===== src/rtl/sdram_pkg.sv =====
// Shared definitions for the SDRAM arbiter: command-FSM state codes, refresh threshold
// and arbiter state encoding.
package sdram_pkg;

  localparam logic [4:0] FsmIdle    = 5'b00000;
  localparam logic [4:0] FsmRefresh = 5'b00001;
  localparam logic [4:0] FsmRdStart = 5'b10000;
  localparam logic [4:0] FsmWrStart = 5'b11000;

  localparam int unsigned RefreshLimit = 519;
  localparam logic [9:0]  RefreshMax   = 10'h3ff;

  typedef enum logic [1:0] {
    ArbIdle,
    ArbIssue,
    ArbActive
  } arb_state_e;

endpackage


===== src/rtl/rr_pick.sv =====
// Combinational round-robin picker: first set request at or after last+1, with wrap-around.
module rr_pick #(
  parameter int unsigned NPORTS = 3
) (
  input  logic [NPORTS-1:0] req,
  input  logic [1:0]        last,
  output logic [1:0]        winner,
  output logic              any
);

  always_comb begin
    logic [1:0] idx;
    winner = last;
    any    = 1'b0;
    idx    = '0;
    for (int unsigned i = 1; i <= NPORTS; i++) begin
      idx = 2'((32'(last) + i) % NPORTS);
      if (!any && req[idx]) begin
        winner = idx;
        any    = 1'b1;
      end
    end
  end

endmodule


===== src/rtl/sdram_arbiter.sv =====
// Round-robin arbiter feeding an SDRAM command FSM; defers issue while a refresh is due and
// tracks cycles since the last refresh.
module sdram_arbiter
  import sdram_pkg::*;
#(
  parameter int unsigned NPORTS        = 3,
  parameter int unsigned REFRESH_LIMIT = RefreshLimit
) (
  input  logic              CLK,
  input  logic              RESET_N,
  input  logic [NPORTS-1:0] req_valid,
  input  logic [NPORTS-1:0] req_we,
  output logic [NPORTS-1:0] req_ready,
  output logic [NPORTS-1:0] done,
  input  logic [4:0]        fsm_state,
  output logic              rd_enable,
  output logic              wr_enable,
  output logic [9:0]        refresh_cnt,
  output logic [1:0]        grant_id,
  output logic              busy
);

  localparam logic [9:0] RefLimit = 10'(REFRESH_LIMIT);

  arb_state_e state_q;
  logic [1:0] last_grant;
  logic [1:0] pick_id;
  logic       pick_any;
  logic       issue_ok;

  rr_pick #(
    .NPORTS (NPORTS)
  ) u_rr_pick (
    .req    (req_valid),
    .last   (last_grant),
    .winner (pick_id),
    .any    (pick_any)
  );

  // Accept only with the command FSM idle and no refresh pending.
  assign issue_ok  = (state_q == ArbIssue) && (fsm_state == FsmIdle) &&
                     (refresh_cnt < RefLimit);
  assign rd_enable = issue_ok & ~req_we[grant_id];
  assign wr_enable = issue_ok &  req_we[grant_id];
  assign busy      = (state_q != ArbIdle);

  always_comb begin
    req_ready           = '0;
    req_ready[grant_id] = issue_ok;
  end

  always_ff @(posedge CLK or negedge RESET_N) begin
    if (!RESET_N) begin
      state_q     <= ArbIdle;
      refresh_cnt <= '0;
      grant_id    <= '0;
      last_grant  <= 2'(NPORTS - 1);
      done        <= '0;
    end else begin
      done <= '0;

      if (fsm_state == FsmRefresh) begin
        refresh_cnt <= '0;
      end else if (refresh_cnt != RefreshMax) begin
        refresh_cnt <= refresh_cnt + 10'd1;
      end

      unique case (state_q)
        ArbIdle: begin
          if (pick_any) begin
            grant_id <= pick_id;
            state_q  <= ArbIssue;
          end
        end
        ArbIssue: begin
          if (issue_ok) begin
            state_q <= ArbActive;
          end
        end
        ArbActive: begin
          if (fsm_state == FsmIdle) begin
            done[grant_id] <= 1'b1;
            last_grant     <= grant_id;
            state_q        <= ArbIdle;
          end
        end
        default: state_q <= ArbIdle;
      endcase
    end
  end

endmodule

===== config.mk =====
export PLATFORM = sky130hd
export DESIGN_NAME = sdram_arbiter
export DESIGN_NICKNAME = d
export VERILOG_FILES = /design/src/rtl/sdram_pkg.sv /design/src/rtl/rr_pick.sv /design/src/rtl/sdram_arbiter.sv
export SDC_FILE = /design/constraint.sdc
export NUM_CORES = 1
export LEC_CHECK = 0
export ABC_CLOCK_PERIOD_IN_PS = 2400
export CORE_ASPECT_RATIO = 1.2
export CORE_MARGIN = 2
export CORE_UTILIZATION = 47
export CTS_CLUSTER_DIAMETER = 120
export CTS_CLUSTER_SIZE = 16
export DETAILED_ROUTE_END_ITERATION = 10
export DONT_BUFFER_PORTS = 1
export PLACE_DENSITY_LB_ADDON = 0.05
export SLEW_MARGIN = 5
export SYNTH_ARGS = -nofsm -noshare
export SYNTH_HDL_FRONTEND = slang
export SYNTH_HIERARCHICAL = 1
export SYNTH_SLANG_ARGS = --single-unit

===== constraint.sdc =====
create_clock -name CLK -period 2.4 [get_ports CLK]
set_clock_uncertainty 0.05 [all_clocks]
set_input_delay 0.48 -clock CLK [delete_from_list [all_inputs] [get_ports CLK]]
set_output_delay 0.48 -clock CLK [all_outputs]
set_load 0.1 [all_outputs]

==> results of run 1 <==
[registers in the layout, indices dropped and copies added (netlist names)]
| name | cells |
|---|---|
| done | 3 |
| grant_id | 2 |
| last_grant | 2 |
| refresh_cnt | 10 |
| state_q | 2 |
[cell families after synthesis]
kind of cell,share of synthesized area (%)
mux,7.595
fa+ha+maj,2.713
flops,34.45
simple gates,27.49
buf+inv,6.328
compound gates,21.43
[through the flow]
stage          TNS, ns  worst slack [ns]  util, %
2_1_floorplan   -3.028           -0.8308        -
3_3_place_gp   -0.9831           -0.2839    60.30
3_5_place_dp    -1.156           -0.3264    60.30
4_1_cts        -0.8467           -0.2117    62.31
5_1_grt        -0.9385           -0.2295    63.15
6_report       -0.7989           -0.2002    63.15
[worst min-delay path by stage]
stage          slack, ns             end  cells after the start
6_report            0.28      state_q[1]                      2
5_1_grt             0.29      state_q[1]                      2
4_1_cts             0.28      state_q[1]                      2
3_5_place_dp        0.13  refresh_cnt[3]                      0
3_3_place_gp        0.13  refresh_cnt[3]                      0
2_1_floorplan       0.13         done[0]                      0
[synth_stat cells (3+ instances only)]
cell,number
sky130_fd_sc_hd__o31ai_1,3
sky130_fd_sc_hd__o21bai_1,4
sky130_fd_sc_hd__o21ai_0,7
sky130_fd_sc_hd__nand2_1,6
sky130_fd_sc_hd__ha_1,3
sky130_fd_sc_hd__nand3_1,6
sky130_fd_sc_hd__clkbuf_1,4
sky130_fd_sc_hd__a21oi_1,9
sky130_fd_sc_hd__mux2i_1,6
sky130_fd_sc_hd__buf_2,4
sky130_fd_sc_hd__nor3_2,3
sky130_fd_sc_hd__nor2_1,9
sky130_fd_sc_hd__nand2b_1,4
sky130_fd_sc_hd__nor3_1,6
sky130_fd_sc_hd__dfrtp_1,18
sky130_fd_sc_hd__inv_1,9
sky130_fd_sc_hd__nor2b_1,3
sky130_fd_sc_hd__nor4_1,5
[area by class of cell]
cell class	instances	area (um^2)
flip-flops and latches	19	483.0
inverters	10	37.54
multi-input cells	116	890.9
fillers	241	1036
repair buffers	30	294.0
clock inverters	1	5.005
clock buffers	3	22.52
well taps	34	42.54
[power by group]
group	switching, uW	total (uW)	internal (uW)
registers	74.6	475	400
logic	826	1070	245
clock network	99.7	162	62.1
total	1000	1710	707
[critical path, cell delays in order]
cell,delay [ns]
sky130_fd_sc_hd__or4_4,0.52
sky130_fd_sc_hd__or4b_4,0.49
sky130_fd_sc_hd__buf_6,0.17
sky130_fd_sc_hd__nor3b_4,0.21
sky130_fd_sc_hd__buf_12,0.20
[repair_timing]
item,4_1_cts,5_1_grt
hold buffers,1,0
pin swaps,1,0
resized for setup,3,4
cloned,0,0
setup buffers,1,0
endpoints found under the hold margin,19,0
setup endpoints to repair,5,7
[per-layer routing]
layer	vias up	GRT usage [%]	wire length (um)
met2	45	37.65	1687
met3	8	3.081	153
li1	632	-	-
met1	617	25.72	1354
met5	-	0	0
met4	0	6.731	62
==> results.md, run 1 <==
- Run status: finished, violations left
- Failing checks: negative setup slack
- Cell types with the largest area share after synthesis: sky130_fd_sc_hd__dfrtp_1 33%, sky130_fd_sc_hd__mux2i_1 4.3%, sky130_fd_sc_hd__a21oi_1 3.3%
- Gpl congestion: 0.7762
- Worst rel slew slack: 43.22%
- Skew-Pair Late Insertion Delay: 0.30 ns
- Design Power: 1707 uW
- Worst min-delay path startpoint: fsm_state[0]
- Largest net degree at the start of global routing: 20
- Final worst hold slack: 0.2818 ns
- Synthesized netlist net count: 171
- Number of buffers on the longest clock path: 2
- Clock tree from TritonCTS: done
- Post-route worst setup slack: -0.2002 ns
- Cell taking the most area after synthesis: sky130_fd_sc_hd__dfrtp_1
- Final Critical Period: 2.600 ns
- First-pass DRT Iterations: 4
- Routed len/inst: 15.30 um
- IO buf count: 0
- Achievable clock frequency: 384.6 MHz
- Library cells used by synthesis: 52
- Pin slew with the least headroom to its limit: 0.8489 ns
- Antenna cells: 0
- Required @ worst endpoint: 1.87 ns
- Setup repair after global routing missed its margin: true
- Leakage power of the design: 0.0007069 uW
- Layout overhead on the synthesized area: 28.30%
- Most used DFF post-synth: sky130_fd_sc_hd__dfrtp_1
- Area after DPL: 1695 um^2
- Number of flip-flops and latches in the synthesized netlist: 19
- Setup Viol. Count Final: 5
- Launch point of the critical path: fsm_state[1]
- Ratio of total power to cell area: 961.7 nW/um^2
- Global-route wire length before repair: 5575 um
- Buffer cell driving the clock tree root: sky130_fd_sc_hd__clkbuf_4
- Launching element type of the critical path: input pin
- Via count of the first global-routing pass: 1,280
- Max-Cap Viols: 0
- Mapped Area: 1384 um^2
- Number of cell instances on the worst register-to-register path: 7
- Fin crit share: 108.3%
- Fraction of final layout cells sized beyond drive strength 1: 31.28%
- Initial DRC count: 60
- Horizontal extent of the die: 53.54 um
- Critical path class: input pin to primary output
- Final net count: 196
- Count of endpoints failing hold in the final timing report: 0
- Post-layout instance count excluding filler cells: 213
- Global route total overflow: 0
- Site row count: 21
- Clock sink count: 19
- Final Max Slew Viols: 0
- Data arrival time at the worst-slack endpoint: 2.07 ns
- Die boundary height: 63.44 um
- Instance count of the mapped netlist: 155
- Area fraction of the dominant cell type after synthesis: 32.55%
- Worst reg2reg setup slack: 0.14 ns
- DRC violations left: 0
- Overall Global Routing Usage: 21.36%
- Number of warnings issued by yosys: 6
- Antenna violations before repair: 0
- Mean instance size in the synthesized netlist: 8.928 um^2
- Max H-tree Level: 1
- Async set-or-reset flop fraction in the synthesized netlist: 100.0%
- Non-Filler Cell Area, Final: 1775 um^2
- WL final: 3258 um
- End of the worst register-to-register path: grant_id[0]
- Via-to-Cell Ratio: 6.113
- Number of enable flip-flop cells after synthesis: 0
- Commonest non-fill, non-tap cells in the layout: 23 x sky130_fd_sc_hd__buf_4, 13 x sky130_fd_sc_hd__dfrtp_1, 9 x sky130_fd_sc_hd__nor2_1, 9 x sky130_fd_sc_hd__inv_1, 9 x sky130_fd_sc_hd__a21oi_1
- Crit Path Max Fanout: 6
- Number of top-level pins: 34
- Num CTS Buffers: 3
- Maximum resistive drop on vdd: 1.013 mV
- Initial core utilization: 49.22%
- Number of vias after detailed routing: 1,302
- Crit path capture: rd_enable
- Startpoint of the most critical register-to-register path: last_grant[1]
- Worst hold path type: input pin to register
- Final HPWL DP: 2451 um
- Area of the core region: 2811 um^2
- Post-synthesis sequential area ratio: 34.45%
- Number of placed instances with taps included: 207
- Clock-pin slew on the worst setup and hold paths: 0.11 ns
- Most common cell after layout, fill and taps aside: sky130_fd_sc_hd__buf_4
- Antenna Violating Nets Remaining: 0
- Setup crit end kind: primary output
- Die area: 3396 um^2
(Power assumes the default switching activity.)
==> run 2: changes to the inputs <==
SYNTH_HIERARCHICAL = default   (was 1)
==> run 2 against run 1 <==
Compared with the run above: the run still ends with negative setup slack left; critical path depth up 1; clock-buffer cell count up 1; synthesized area down 16%; sequential share of layout area up 4.6 points; total power up 0.79%; synthesized cell count down 19%; worst hold slack better by 0.075 ns; register-to-register slack better by 0.28 ns; utilization up 4.2 points; highest routed layer unchanged.
==> results.md, run 2 <==
- Horizontal extent of the die: 49.52 um (was 53.54 um)
- Final HPWL DP: 2117 um (was 2451 um)
- Clock sink count: 19 (unchanged)
- Synthesized netlist net count: 143 (was 171)
- Mapped Area: 1169 um^2 (was 1384 um^2)
- Number of vias after detailed routing: 1,031 (was 1,302)
- Share of total power consumed by net switching: 57.80% (was 58.56%)
- Antenna cells: 0 (unchanged)
- Async set-or-reset flop fraction in the synthesized netlist: 100.0% (unchanged)
- Die boundary height: 58.63 um (was 63.44 um)
- Number of buffers on the longest clock path: 2 (unchanged)
- Number of top-level pins: 34 (unchanged)
- Stages on the worst setup path: 6 (was 5)
- DRC violations left: 0 (unchanged)
- First-pass DRT Iterations: 4 (unchanged)
- Initial core utilization: 50.16% (was 49.22%)
- Number of enable flip-flop cells after synthesis: 0 (unchanged)
- Total Neg Setup Slack: -1.143 ns (was -0.7989 ns)
- Via count of the first global-routing pass: 1,079 (was 1,280)
- Failing checks: negative setup slack (unchanged)
- Number of cell instances on the worst register-to-register path: 5 (was 7)
- Most repeated cell in the gate-level netlist after synthesis: sky130_fd_sc_hd__nor2_1 (was sky130_fd_sc_hd__dfrtp_1)
- Max H-tree Level: 1 (unchanged)
- Number of warnings issued by yosys: 0 (was 6)
- Most common cell after layout, fill and taps aside: sky130_fd_sc_hd__buf_4 (unchanged)
- Run status: finished, violations left (unchanged)
- Buffer cell driving the clock tree root: sky130_fd_sc_hd__clkbuf_4 (unchanged)
- Instance count of the mapped netlist: 126 (was 155)
- Crit path buffers/inverters: 2 (unchanged)
- Global-route wire length before repair: 4588 um (was 5575 um)
- Setup crit end kind: primary output (unchanged)
- Setup Viol. Count Final: 5 (unchanged)
- Final Critical Period: 2.660 ns (was 2.600 ns)
- Die area: 2903 um^2 (was 3396 um^2)
- Crit Path Max Fanout: 5 (was 6)
- Clock-pin slew on the worst setup and hold paths: 0.10 ns (was 0.11 ns)
- Site row count: 19 (was 21)
- Most used DFF post-synth: sky130_fd_sc_hd__dfrtp_1 (unchanged)
- Number of flip-flops and latches in the synthesized netlist: 19 (unchanged)
- Non-Filler Cell Area, Final: 1569 um^2 (was 1775 um^2)
- Num CTS Buffers: 3 (unchanged)
- Worst hold path type: input pin to register (unchanged)
- Leakage power of the design: 0.0006654 uW (was 0.0007069 uW)
- Synth top cells by count: 19 x sky130_fd_sc_hd__nor2_1, 18 x sky130_fd_sc_hd__dfrtp_1, 9 x sky130_fd_sc_hd__nand2_1 (was 18 x sky130_fd_sc_hd__dfrtp_1, 9 x sky130_fd_sc_hd__a21oi_1, 9 x sky130_fd_sc_hd__inv_1, 9 x sky130_fd_sc_hd__nor2_1, 7 x sky130_fd_sc_hd__o21ai_0)
- Setup repair after global routing missed its margin: true (unchanged)
- Worst rel slew slack: 41.46% (was 43.22%)
- Final design utilization: 67.35% (was 63.15%)
- Ratio of total power to cell area: 1097 nW/um^2 (was 961.7 nW/um^2)
- IO buf count: 0 (unchanged)
- Top cell family by delay on the critical path: simple AND/OR/NAND/NOR gates (unchanged)
- Routed len/inst: 14.49 um (was 15.30 um)
- Number of placed instances with taps included: 177 (was 207)
- Skew-Pair Late Insertion Delay: 0.28 ns (was 0.30 ns)
- Antenna violations before repair: 0 (unchanged)
- Flip-flop count of the largest register, all copies and words added: 10 (unchanged)
- Count of endpoints failing hold in the final timing report: 0 (unchanged)
- Area of the core region: 2330 um^2 (was 2811 um^2)
- Post-cts resize count: 0 (was 3)
- Global route total overflow: 0 (unchanged)
- Mean instance size in the synthesized netlist: 9.275 um^2 (was 8.928 um^2)
- Max-Cap Viols: 0 (unchanged)
- Slowest stage delay, CP: 0.55 ns (was 0.52 ns)
- WL final: 2651 um (was 3258 um)
- Gpl congestion: 0.7822 (was 0.7762)
- Largest net degree at the start of global routing: 20 (unchanged)
- Clk network pwr share: 9.1% (was 9.5%)
- Cell types with the largest area share after synthesis: sky130_fd_sc_hd__dfrtp_1 39%, sky130_fd_sc_hd__nor2_1 6.1%, sky130_fd_sc_hd__mux2i_1 5.1% (was sky130_fd_sc_hd__dfrtp_1 33%, sky130_fd_sc_hd__mux2i_1 4.3%, sky130_fd_sc_hd__a21oi_1 3.3%)
- Area fraction of the dominant cell type after synthesis: 38.54% (was 32.55%)
- Int Power: 726.2 uW (was 707.5 uW)
- Sequential group share of total power: 28.6% (was 27.8%)
- Library cells used by synthesis: 43 (was 52)
- Commonest non-fill, non-tap cells in the layout: 18 x sky130_fd_sc_hd__buf_4, 16 x sky130_fd_sc_hd__nor2_1, 10 x sky130_fd_sc_hd__dfrtp_1 (was 23 x sky130_fd_sc_hd__buf_4, 13 x sky130_fd_sc_hd__dfrtp_1, 9 x sky130_fd_sc_hd__nor2_1, 9 x sky130_fd_sc_hd__inv_1, 9 x sky130_fd_sc_hd__a21oi_1)
- Most flop-heavy register: refresh_cnt (unchanged)
- Fraction of final layout cells sized beyond drive strength 1: 33.55% (was 31.28%)
- Achievable clock frequency: 375.9 MHz (was 384.6 MHz)
- Data arrival time at the worst-slack endpoint: 2.13 ns (was 2.07 ns)
- Launching element type of the critical path: register (was input pin)
- Cell taking the most area after synthesis: sky130_fd_sc_hd__dfrtp_1 (unchanged)
- Cell with the largest stage delay on the worst path: sky130_fd_sc_hd__or4_4 (unchanged)
- Largest registers: refresh_cnt: 10 flops, done: 3 flops (unchanged)
- Required @ worst endpoint: 1.87 ns (about the same)
- Antenna Violating Nets Remaining: 0 (unchanged)
- Crit path cell chain: or4_4 > o21ai_4 > nand4b_4 > buf_12 > nor2b_4 > buf_12 (was or4_4 > or4b_4 > buf_6 > nor3b_4 > buf_12)
- Area after DPL: 1525 um^2 (was 1695 um^2)
- Post-synthesis sequential area ratio: 40.79% (was 34.45%)
- Critical path class: register to primary output (was input pin to primary output)
- Net Switching: 994.7 uW (was 999.9 uW)
- Initial DRC count: 28 (was 60)
- Final Max Slew Viols: 0 (unchanged)
- Layout overhead on the synthesized area: 34.26% (was 28.30%)
- Clock tree from TritonCTS: done (unchanged)
- Pin slew with the least headroom to its limit: 0.8751 ns (was 0.8489 ns)
- Maximum resistive drop on vdd: 0.9373 mV (was 1.013 mV)
- Post-layout instance count excluding filler cells: 183 (was 213)
- Overall Global Routing Usage: 20.31% (was 21.36%)
- Most numerous cell on the critical path: sky130_fd_sc_hd__buf_12
- Final net count: 170 (was 196)
- Post-route worst setup slack: -0.2600 ns (was -0.2002 ns)
- Fin crit share: 110.8% (was 108.3%)
- Hold Crit Depth: 2 (unchanged)
- Via-to-Cell Ratio: 5.634 (was 6.113)
- Share of power burned in combinational logic: 62.3% (was 62.7%)
==> run 2: changes by cell type in the layout (fill, tap and decap cells not counted), moves of 4 or more <==
cell	before	now
sky130_fd_sc_hd__inv_1	9	5
sky130_fd_sc_hd__a21oi_1	9	5
sky130_fd_sc_hd__buf_4	23	18
sky130_fd_sc_hd__o21bai_1	4	0
sky130_fd_sc_hd__nor4_1	4	0
sky130_fd_sc_hd__nor2_1	9	16
sky130_fd_sc_hd__dfrtp_4	0	5
==> run 2: timing repair <==
| item | CTS | global route |
|---|---|---|
| gates cloned | 0 | 0 |
| pin swaps | 1 | 1 |
| hold buffers | 1 | 0 |
| endpoints found under the setup margin | 5 | 5 |
| hold endpoints to repair | 19 | 0 |
| buffers inserted | 1 | 0 |
==> run 2: worst register-to-register path, stage by stage (launching register included) <==
cell	delay, ns
sky130_fd_sc_hd__dfrtp_4	0.42
sky130_fd_sc_hd__buf_4	0.32
sky130_fd_sc_hd__nand3_1	0.25
sky130_fd_sc_hd__nor3_2	0.53
sky130_fd_sc_hd__o21ai_0	0.19
sky130_fd_sc_hd__a21oi_1	0.15
==> run 2: worst paths after layout <==
check	from	to	slack, ns
setup / recovery	refresh_cnt[3]	rd_enable	-0.26
hold / removal	req_valid[2]	grant_id[1]	0.36
setup reg to reg	refresh_cnt[4]	refresh_cnt[3]	0.42
hold reg to reg	last_grant[1]	last_grant[1]	0.50
max in group asynchronous	RESET_N	refresh_cnt[4]	0.97
min in group asynchronous	RESET_N	refresh_cnt[0]	0.69
==> run 2: logic make-up (layout without fill, tap and decap cells) <==
family | after synthesis | in the layout | share of synthesized area [%]
and+or+nand+nor | 60 | 60 | 29.34
buffers and inverters | 8 | 34 | 2.677
DFF | 19 | 19 | 40.79
AOI/OAI and AO/OA | 27 | 27 | 16.06
adders and majority gates | 4 | 4 | 4.283
muxes | 7 | 7 | 6.103
xor gates and xnor gates | 1 | 1 | 0.7496
==> run 2: power groups by stage <==
stage                     clock network [uW]  logic [uW]  registers (uW)
after global placement                     0        1040             496
after CTS                                163        1080             494
after detailed placement                   0        1060             501
after floorplan                            0         266            1090
after global routing                     178        1130             501
final                                    156        1070             492
==> run 2: layout make-up <==
type,instances,area [um^2]
Clock buffer,4,26.28
Fill cell,207,760.7
Inverter,5,18.77
Multi-Input combinational cell,99,720.7
Sequential cell,19,499.2
Tap cell,31,38.79
Timing Repair Buffer,25,265.3
==> run 2: through the flow <==
step / total power [uW] / hold WS [ns] / setup WS (ns)
final: 1721 / 0.3565 / -0.2600
after global routing: 1809 / 0.3663 / -0.3331
after CTS: 1732 / 0.3411 / -0.2807
after detailed placement: 1561 / 0.1349 / 0.04994
after global placement: 1540 / 0.1348 / 0.08563
after floorplan: 1355 / 0.1344 / -0.5795
==> run 2: metal layers <==
metal / wire length, um / global-route usage (%) / vias to the layer above
li1: - / - / 513
met2: 1490 / 39.43 / 23
met3: 103 / 3.807 / 2
met4: 18 / 5.159 / 0
met5: 0 / 0 / -
met1: 1038 / 22.57 / 493
==> run 3: changes to the inputs <==
ABC_CLOCK_PERIOD_IN_PS = 3200   (was 2400)
SKIP_LAST_GASP = 1   (was default)
clock period = 3.2 ns   (was 2.4 ns; I/O delays follow)
==> run 3 against run 2 <==
Compared with the run above: the flow now finishes without violations; sequential power is 30% lower; clock-buffer cell count down 1; sequential share of layout area rose by 1.7 points; final cell count fell by 3.8%; first-iteration DRC count fell by 18%; global-route usage down 0.92 points; worst hold slack got worse by 0.23 ns; clock power down 22%; utilization decreased by 5.3 points.
==> results.md, run 3 (synthesized netlist as in run 2, its figures left out) <==
- Run status: complete, no violations (was finished, violations left)
- Commonest non-fill, non-tap cells in the layout: 16 x sky130_fd_sc_hd__nor2_1, 12 x sky130_fd_sc_hd__dfrtp_1, 12 x sky130_fd_sc_hd__buf_4 (was 18 x sky130_fd_sc_hd__buf_4, 16 x sky130_fd_sc_hd__nor2_1, 10 x sky130_fd_sc_hd__dfrtp_1)
- Achievable clock frequency: 347.7 MHz
- Final Max Slew Viols: 0 (unchanged)
- Setup Viol. Count Final: 0 (was 5)
- Design Power: 1240 uW (was 1721 uW)
- Fill cells: 230 (was 207)
- End of the worst register-to-register path: refresh_cnt[1] (was refresh_cnt[3])
- Horizontal extent of the die: 49.52 um (unchanged)
- Worst hold path type: input pin to asynchronous set/reset pin (was input pin to register)
- Most common cell after layout, fill and taps aside: sky130_fd_sc_hd__nor2_1 (was sky130_fd_sc_hd__buf_4)
- Routed len/inst: 15.13 um (was 14.49 um)
- Die boundary height: 58.63 um (unchanged)
- Clock sink count: 19 (unchanged)
- Global-route wire length before repair: 4340 um (was 4588 um)
- Antenna violations before repair: 0 (unchanged)
- Antenna Violating Nets Remaining: 0 (unchanged)
- Number of cell instances on the worst register-to-register path: 5 (unchanged)
- Area after DPL: 1409 um^2 (was 1525 um^2)
- Largest net degree at the start of global routing: 19 (was 20)
- Critical path class: register to primary output (unchanged)
- Clock tree from TritonCTS: done (unchanged)
- Area of the core region: 2330 um^2 (unchanged)
- Non-Filler Cell Area, Final: 1446 um^2 (was 1569 um^2)
- Global route total overflow: 0 (unchanged)
- Most flop-heavy register: refresh_cnt (unchanged)
- Final Critical Period: 2.876 ns
- Flip-flop count of the largest register, all copies and words added: 10 (unchanged)
- Largest registers: refresh_cnt: 10 flops, done: 3 flops (unchanged)
- Startpoint of the most critical register-to-register path: refresh_cnt[4] (unchanged)
- Via-to-Cell Ratio: 5.778 (was 5.634)
- DRC violations left: 0 (unchanged)
- Total Neg Setup Slack: 0 ns (was -1.143 ns)
- Max H-tree Level: 1 (unchanged)
- Final worst hold slack: 0.1245 ns (was 0.3565 ns)
- Gpl congestion: 0.7370 (was 0.7822)
- Required @ worst endpoint: 2.51 ns (was 1.87 ns)
- IO buf count: 0 (unchanged)
- Layout overhead on the synthesized area: 23.77% (was 34.26%)
- Setup repair after global routing missed its margin: false (was true)
- WL final: 2662 um (was 2651 um)
- Place WS: 0.6372 ns (was 0.04994 ns)
- Fin crit share: 89.89%
- Num CTS Buffers: 3 (unchanged)
- Clock-pin slew on the worst setup and hold paths: 0.11 ns (was 0.10 ns)
- Overall Global Routing Usage: 19.39% (was 20.31%)
- Leakage power of the design: 0.0006237 uW (was 0.0006654 uW)
- Max-Cap Viols: 0 (unchanged)
- Number of vias after detailed routing: 1,017 (was 1,031)
- Worst rel slew slack: 41.68% (was 41.46%)
- Post-cts resize count: 0 (unchanged)
- Post-route worst setup slack: 0.3236 ns (was -0.2600 ns)
- Setup crit end kind: primary output (unchanged)
- Number of top-level pins: 34 (unchanged)
- Skew-Pair Late Insertion Delay: 0.29 ns (was 0.28 ns)
- Number of buffers on the longest clock path: 2 (unchanged)
- First-pass DRT Iterations: 4 (unchanged)
- Initial DRC count: 23 (was 28)
- Count of endpoints failing hold in the final timing report: 0 (unchanged)
- Site row count: 19 (unchanged)
- Antenna cells: 0 (unchanged)
- Launching element type of the critical path: register (unchanged)
- Die area: 2903 um^2 (unchanged)
- Via count of the first global-routing pass: 986 (was 1,079)
- Worst reg2reg setup slack: 1.21 ns (was 0.42 ns)
- Crit Path Max Fanout: 6 (was 5)
- Pin slew with the least headroom to its limit: 0.8754 ns (was 0.8751 ns)
- Final net count: 163 (was 170)
- Maximum resistive drop on vdd: 0.6661 mV (was 0.9373 mV)
- Fraction of final layout cells sized beyond drive strength 1: 28.28% (was 33.55%)
- Final HPWL DP: 2051 um (was 2117 um)
- Initial core utilization: 50.16% (unchanged)
- Buffer cell driving the clock tree root: sky130_fd_sc_hd__clkbuf_4 (unchanged)
- Data arrival time at the worst-slack endpoint: 2.19 ns (was 2.13 ns)
- Ratio of total power to cell area: 857.6 nW/um^2 (was 1097 nW/um^2)
[run 3: cell count changes in the layout (fill, tap and decap cells not counted), sizes merged]
| cell | previous run | this run |
|---|---|---|
| clkbuf | 4 | 3 |
| buf | 24 | 17 |
| clkinv | 0 | 1 |
[run 3: report_power, final]
group          leakage [uW]  total, uW  switching (uW)  internal (uW)
combinational      0.000374        774             617            157
clock             0.0000177        121            74.3           46.5
sequential         0.000232        346            44.1            302
[run 3: worst max path at each step]
stage          slack (ns)  depth (start not counted)           end           start
6_report             0.32                          6  req_ready[0]  refresh_cnt[0]
5_1_grt              0.24                          6  req_ready[0]  refresh_cnt[0]
4_1_cts              0.33                          6  req_ready[0]  refresh_cnt[0]
3_5_place_dp         0.64                          5  req_ready[0]    fsm_state[1]
3_3_place_gp         0.67                          5  req_ready[0]    fsm_state[1]
2_1_floorplan        0.05                          5     rd_enable  refresh_cnt[0]
[run 3: cell type report]
cell class              instances  area (um^2)  area share (%)
multi-input cells              99        676.9           46.80
flip-flops and latches         19        484.2           33.48
clock inverters                 1        5.005          0.3460
well taps                      31        38.79           2.682
repair buffers                 18        200.2           13.84
inverters                       5        18.77           1.298
clock buffers                   3        22.52           1.557
[run 3: worst max-delay path, stage by stage (launching register included)]
cell,delay (ns)
sky130_fd_sc_hd__dfrtp_2,0.42
sky130_fd_sc_hd__ha_1,0.28
sky130_fd_sc_hd__a211o_1,0.34
sky130_fd_sc_hd__o21ai_2,0.19
sky130_fd_sc_hd__nand4b_4,0.20
sky130_fd_sc_hd__nor3_4,0.26
sky130_fd_sc_hd__buf_12,0.20
[run 3: through the flow]
stage,instances,util [%]
2_1_floorplan,126,-
3_3_place_gp,171,60.47
3_5_place_dp,171,60.47
4_1_cts,176,62.08
5_1_grt,176,62.08
6_report,176,62.08
[run 3: timing repair]
action	4_1_cts	5_1_grt
setup buffers	0	0
hold endpoints to repair	18	0
endpoints found under the setup margin	0	0
hold buffers	1	0
[run 3: per-layer routing]
metal | share of wire (%) | routed length [um] | vias to the layer above | track usage, %
met3 | 4.9 | 131 | 2 | 4.569
li1 | - | - | 497 | -
met2 | 56 | 1485 | 29 | 37.14
met5 | 0 | 0 | - | 0
met1 | 39 | 1028 | 489 | 20.95
met4 | 0.60 | 16 | 0 | 5.952
